File: config.mk
export PLATFORM = sky130hd
export DESIGN_NAME = if_queue
export DESIGN_NICKNAME = d
export VERILOG_FILES = /design/src/rtl/if_queue_pkg.sv /design/src/rtl/if_queue.sv
export SDC_FILE = /design/constraint.sdc
export NUM_CORES = 1
export LEC_CHECK = 0
export BUFFER_PORTS_ARGS = -buffer_cell sky130_fd_sc_hd__buf_4
export CORE_UTILIZATION = 40
export DETAILED_ROUTE_END_ITERATION = 7
export SYNTH_ARGS = -nofsm -noshare
export SYNTH_HDL_FRONTEND = slang
export SYNTH_SLANG_ARGS = --single-unit
File: constraint.sdc
create_clock -name clk -period 8.1 [get_ports clk]
set_input_delay 1.62 -clock clk [delete_from_list [all_inputs] [get_ports clk]]
set_output_delay 1.62 -clock clk [all_outputs]
set_load 0.02 [all_outputs]
File: src/rtl/if_queue_pkg.sv
// if_queue_pkg
//   Shared constants and types for the instruction-fetch queue.
//   Default PC / instruction widths mirror the fetch/decode word sizes.
package if_queue_pkg;

  localparam int IFQ_DEPTH       = 4;
  localparam int IFQ_PC_WIDTH    = 32;
  localparam int IFQ_INSTR_WIDTH = 32;

  // Per-cycle queue operation, encoded as {push_fire, pop_fire}.
  typedef enum logic [1:0] {
    IFQ_OP_NONE = 2'b00,
    IFQ_OP_POP  = 2'b01,
    IFQ_OP_PUSH = 2'b10,
    IFQ_OP_BOTH = 2'b11
  } ifq_op_e;

endpackage

File: src/rtl/if_queue.sv
// if_queue
//   Instruction-fetch queue between the fetch unit and the IF/ID register.
//   Circular buffer of DEPTH (PC, instruction) pairs; flush empties it in
//   one cycle. No bypass in either direction: every output is a register
//   or a function of registers only.
//
// Ports
//   clk, rst                  clock, asynchronous active-high reset
//   flush                     discard all entries (redirect); beats push/pop
//   push_vld/push_rdy         fetch-side handshake, push_pc/push_instr data
//   pop_vld/pop_rdy           decode-side handshake, pop_pc/pop_instr data
//   count, full, empty        occupancy status
module if_queue
  import if_queue_pkg::*;
#(
  parameter int DEPTH       = IFQ_DEPTH,
  parameter int PC_WIDTH    = IFQ_PC_WIDTH,
  parameter int INSTR_WIDTH = IFQ_INSTR_WIDTH,
  parameter int CNT_WIDTH   = $clog2(DEPTH) + 1
) (
  input  logic                   clk,
  input  logic                   rst,
  input  logic                   flush,
  input  logic                   push_vld,
  output logic                   push_rdy,
  input  logic [PC_WIDTH-1:0]    push_pc,
  input  logic [INSTR_WIDTH-1:0] push_instr,
  output logic                   pop_vld,
  input  logic                   pop_rdy,
  output logic [PC_WIDTH-1:0]    pop_pc,
  output logic [INSTR_WIDTH-1:0] pop_instr,
  output logic [CNT_WIDTH-1:0]   count,
  output logic                   full,
  output logic                   empty
);

  localparam int PTR_W = $clog2(DEPTH);

  logic [PTR_W-1:0]     wr_ptr_q, wr_ptr_d;
  logic [PTR_W-1:0]     rd_ptr_q, rd_ptr_d;
  logic [CNT_WIDTH-1:0] count_q,  count_d;

  logic [PC_WIDTH-1:0]    pc_mem_q    [DEPTH];
  logic [INSTR_WIDTH-1:0] instr_mem_q [DEPTH];

  logic    push_fire, pop_fire;
  ifq_op_e op;

  // Status is decoded from the count register only, so no handshake input
  // reaches an output combinationally.
  assign full     = (count_q == CNT_WIDTH'(DEPTH));
  assign empty    = (count_q == '0);
  assign push_rdy = !full;
  assign pop_vld  = !empty;
  assign count    = count_q;

  assign pop_pc    = pc_mem_q[rd_ptr_q];
  assign pop_instr = instr_mem_q[rd_ptr_q];

  // flush swallows any same-cycle handshake.
  assign push_fire = push_vld && push_rdy && !flush;
  assign pop_fire  = pop_vld  && pop_rdy  && !flush;
  assign op        = ifq_op_e'({push_fire, pop_fire});

  always_comb begin
    wr_ptr_d = wr_ptr_q;
    rd_ptr_d = rd_ptr_q;
    count_d  = count_q;
    if (flush) begin
      wr_ptr_d = '0;
      rd_ptr_d = '0;
      count_d  = '0;
    end else begin
      if (push_fire) wr_ptr_d = wr_ptr_q + PTR_W'(1);
      if (pop_fire)  rd_ptr_d = rd_ptr_q + PTR_W'(1);
      unique case (op)
        IFQ_OP_PUSH: count_d = count_q + CNT_WIDTH'(1);
        IFQ_OP_POP:  count_d = count_q - CNT_WIDTH'(1);
        default:     count_d = count_q;
      endcase
    end
  end

  always_ff @(posedge clk or posedge rst) begin
    if (rst) begin
      wr_ptr_q <= '0;
      rd_ptr_q <= '0;
      count_q  <= '0;
    end else begin
      wr_ptr_q <= wr_ptr_d;
      rd_ptr_q <= rd_ptr_d;
      count_q  <= count_d;
    end
  end

  // Storage is zeroed on reset so pop_pc/pop_instr read 0 afterwards;
  // flush leaves contents in place since pop_vld masks them.
  always_ff @(posedge clk or posedge rst) begin
    if (rst) begin
      for (int i = 0; i < DEPTH; i++) begin
        pc_mem_q[i]    <= '0;
        instr_mem_q[i] <= '0;
      end
    end else if (push_fire) begin
      pc_mem_q[wr_ptr_q]    <= push_pc;
      instr_mem_q[wr_ptr_q] <= push_instr;
    end
  end

endmodule

==> flow_metrics.env <==
export IMPL_start_util_pct=41.15
export IMPL_clkLatencyLatePin_ps=540
export IMPL_cts_hold_buf=0
export IMPL_ys_top_cells_by_count="dfrtp_1 (263), mux2_2 (133), mux4_2 (64)"
export IMPL_die_area_um2=30630
export IMPL_clockBufferDepth=3
export IMPL_core_rowCount=62
export IMPL_gr_total_overflow=0
export IMPL_placedInstanceArea_um2=13140
export IMPL_place_worst_setup_slack_ps=3959
export IMPL_crit_path_start_kind="flip-flop"
export IMPL_finalWorstSetupSlack_ps=3499
export IMPL_avgViaCountPerCell=5.314
export IMPL_path_delay_family="buffers and inverters"
export IMPL_fillerInstances=2475
export IMPL_grt_pass1_wl_um=42460
export IMPL_tritoncts_num_buffers=29
export IMPL_final_gp_congestion=0.7228
export IMPL_power_frac_seq_pct=43.3
export IMPL_crit_path_kind="flip-flop to primary output"
export IMPL_fin_worst_skew_ps=8.878
export IMPL_timing_hold_worst_class="flip-flop to flip-flop"
export IMPL_finalCritPeriodShare_pct=56.80
export IMPL_setup_worst_path_start="rd_ptr_q[0]"
export IMPL_finalNetCount=890
export IMPL_pin_count=140
export IMPL_fin_crit_ps=4601
export IMPL_final_cell_area_um2=14120
export IMPL_timing_critical_path_slowest_stage_cell="buf_4"
export IMPL_post_synth_instance_area_um2=11970
export IMPL_synth_seq_cells=263
export IMPL_critPathBufInv=2
export IMPL_synth_largest_area_cell="dfrtp_1"
export IMPL_finalSetupViolations=0
export IMPL_design_power_total_mw=4.374
export IMPL_comb_power_share_pct=26.2
export IMPL_postCtsResizedCells=0
export IMPL_global_route_usage_total_pct=17.64
export IMPL_area_delta_synth_final_pct=17.91
export IMPL_yosysWarningCount=0
export IMPL_post_synth_inst_count=683
export IMPL_dr_vias=6488
export IMPL_final_util_pct=48.52
export IMPL_critPathArrivalTime_ps=2980
export IMPL_wl_per_cell_um=21.46
export IMPL_clock_tree_htree_level_count=1
export IMPL_layoutNonFillerInstCount=1221
export IMPL_cap_viol_max_count=0
export IMPL_drt_first_iter_violations=339
export IMPL_unrepaired_setup_endpoints_after_global_routing="false"
export IMPL_finalHoldViolations=0
export IMPL_remaining_drc_errors=0
export IMPL_status="finished, final reports clean"
export IMPL_dp_cells=1169
export IMPL_cts_root_buffer="clkbuf_16"
export IMPL_first_global_vias=7508
export IMPL_die_height_um=175
export IMPL_timing_rr_start="count[1]"
export IMPL_power_per_cell_area_nw_per_um2=309.9
export IMPL_hpwl_um=15760
export IMPL_cp_max_fo=45
export IMPL_cts_post_setup_buffers_inserted=0
export IMPL_avgSynthCellArea_um2=17.53
export IMPL_timing_hold_worst_start="instr_mem_q[29]"
export IMPL_finalWirelength_um=26210
export IMPL_lkg_pwr_nw=6.511
export IMPL_ys_dominant_reg_cell="dfrtp_1"
export IMPL_final_layout_size_suffix_gt1_share_pct=55.26
export IMPL_synthTopCellsByArea="dfrtp_1 (55%), mux2_2 (13%), mux4_2 (12%)"
export IMPL_cp_slowest_stage_delay_ps=850
export IMPL_worst_ir_drop_vdd_mv=0.1487
export IMPL_switching_share_pct=27.32
export IMPL_tritoncts="done"
export IMPL_core_area_um2=29090
export IMPL_drt_pre_antenna_iters=4
export IMPL_crit_path_frequent_cell="buf_4"
export IMPL_p_int_mw=3.179
export IMPL_timing_slew_headroom_pct=27.60
export IMPL_cts_clk_slew_worst_paths_ps=60
export IMPL_synthArstFlopShare_pct=100.0
export IMPL_worstPathCellList="buf_4 -> mux4_2 -> buf_4"
export IMPL_synthesized_nets=757
export IMPL_cp_data_required_time_ps=6480
export IMPL_final_hold_worst_slack_ps=484.7
export IMPL_tns_ps=0
export IMPL_yosysMostFrequentCell="dfrtp_1"
export IMPL_drv_slew=0
export IMPL_highest_clock_rate_mhz=217.3
export IMPL_clock_sinks=263
export IMPL_antenna_violating_nets_post_route=0
export IMPL_critPathCaptureType="primary output"
export IMPL_largest_net_degree_at_the_start_of_global_routing=81
export IMPL_power_switching_mw=1.195
export IMPL_ys_seq_area_share_pct=54.97
export IMPL_antenna_found_initial=1
export IMPL_clockPowerShare_pct=30.5
export IMPL_synth_cell_type_count=39
export IMPL_synthDominantCellAreaShare_pct=54.97
export IMPL_timing_worst_slew_pin_value_ps=1086
export IMPL_buffer_ports_inserted=139
export IMPL_post_synth_edffs=0
export IMPL_die_width_um=175
## registers in the layout, summed over array words and instances, names as in the netlist
register	count
pc_mem_q	128
instr_mem_q	128
rd_ptr_q	2
count	3
wr_ptr_q	2
## worst register-to-register path, cell delays in order, from the launching register on
cell     delay, ps
dfrtp_1        530
or3b_4         560
nand3_4        390
buf_4          890
mux2_2         460
## metal layers
metal | track usage, % | vias to the layer above | routed length (um)
li1 | - | 2815 | -
met1 | 23.92 | 3496 | 11550
met2 | 29.22 | 145 | 12920
met3 | 3.438 | 32 | 1282
met4 | 4.239 | 0 | 452
met5 | 0 | - | 0
## layout by cell type (no fill, tap or decap), types with 5 or more instances in the layout
| cell type | n |
|---|---|
| inv_1 | 5 |
| clkinv_2 | 8 |
| mux4_2 | 64 |
| buf_4 | 148 |
| mux2_4 | 60 |
| dfrtp_1 | 261 |
| mux2_1 | 63 |
| mux2_2 | 133 |
| nor2_1 | 6 |
| clkbuf_16 | 29 |
## layout make-up
cell class / instances / area, um2 / area share [%]
Timing Repair Buffer: 148 / 1111 / 7.871
Sequential cell: 263 / 6589 / 46.68
Inverter: 6 / 26.28 / 0.1861
Clock buffer: 37 / 795.8 / 5.637
Clock inverter: 14 / 175.2 / 1.241
Tap cell: 384 / 480.5 / 3.404
Antenna cell: 1 / 2.502 / 0.01773
Multi-Input combinational cell: 368 / 4936 / 34.97
## power groups by stage
| stage | Sequential, mW | Combinational, mW | Clock [mW] |
|---|---|---|---|
| 2_1_floorplan | 1.82 | 0.856 | 0 |
| 3_3_place_gp | 1.88 | 1.13 | 0 |
| 3_5_place_dp | 1.91 | 1.16 | 0 |
| 4_1_cts | 1.89 | 1.17 | 1.38 |
| 5_1_grt | 1.94 | 1.23 | 1.43 |
| 6_report | 1.89 | 1.15 | 1.33 |
## path summary, 6_finish.rpt
check                                        to  slack (ps)  depth (start not counted)
worst max register to register  instr_mem_q[61]        5150                          4
worst min register to register  instr_mem_q[29]         480                          1
max in group asynchronous       instr_mem_q[33]        5310                          4
worst min-delay path            instr_mem_q[29]         480                          1
min in group asynchronous         pc_mem_q[110]        1300                          3
worst max-delay path                 pop_pc[23]        3500                          3
## cells by family (layout without fill, tap and decap cells)
family,Yosys count,after routing,share of synthesized area [%]
flops,263,263,54.97
xor+xnor,3,3,0.2195
simple gates,24,24,1.526
buf+inv,52,205,3.794
compound gates,16,16,0.8990
mux,320,320,38.00
fa+ha+maj,5,5,0.5853
other cells,0,1,0
(Power assumes the default switching activity.)
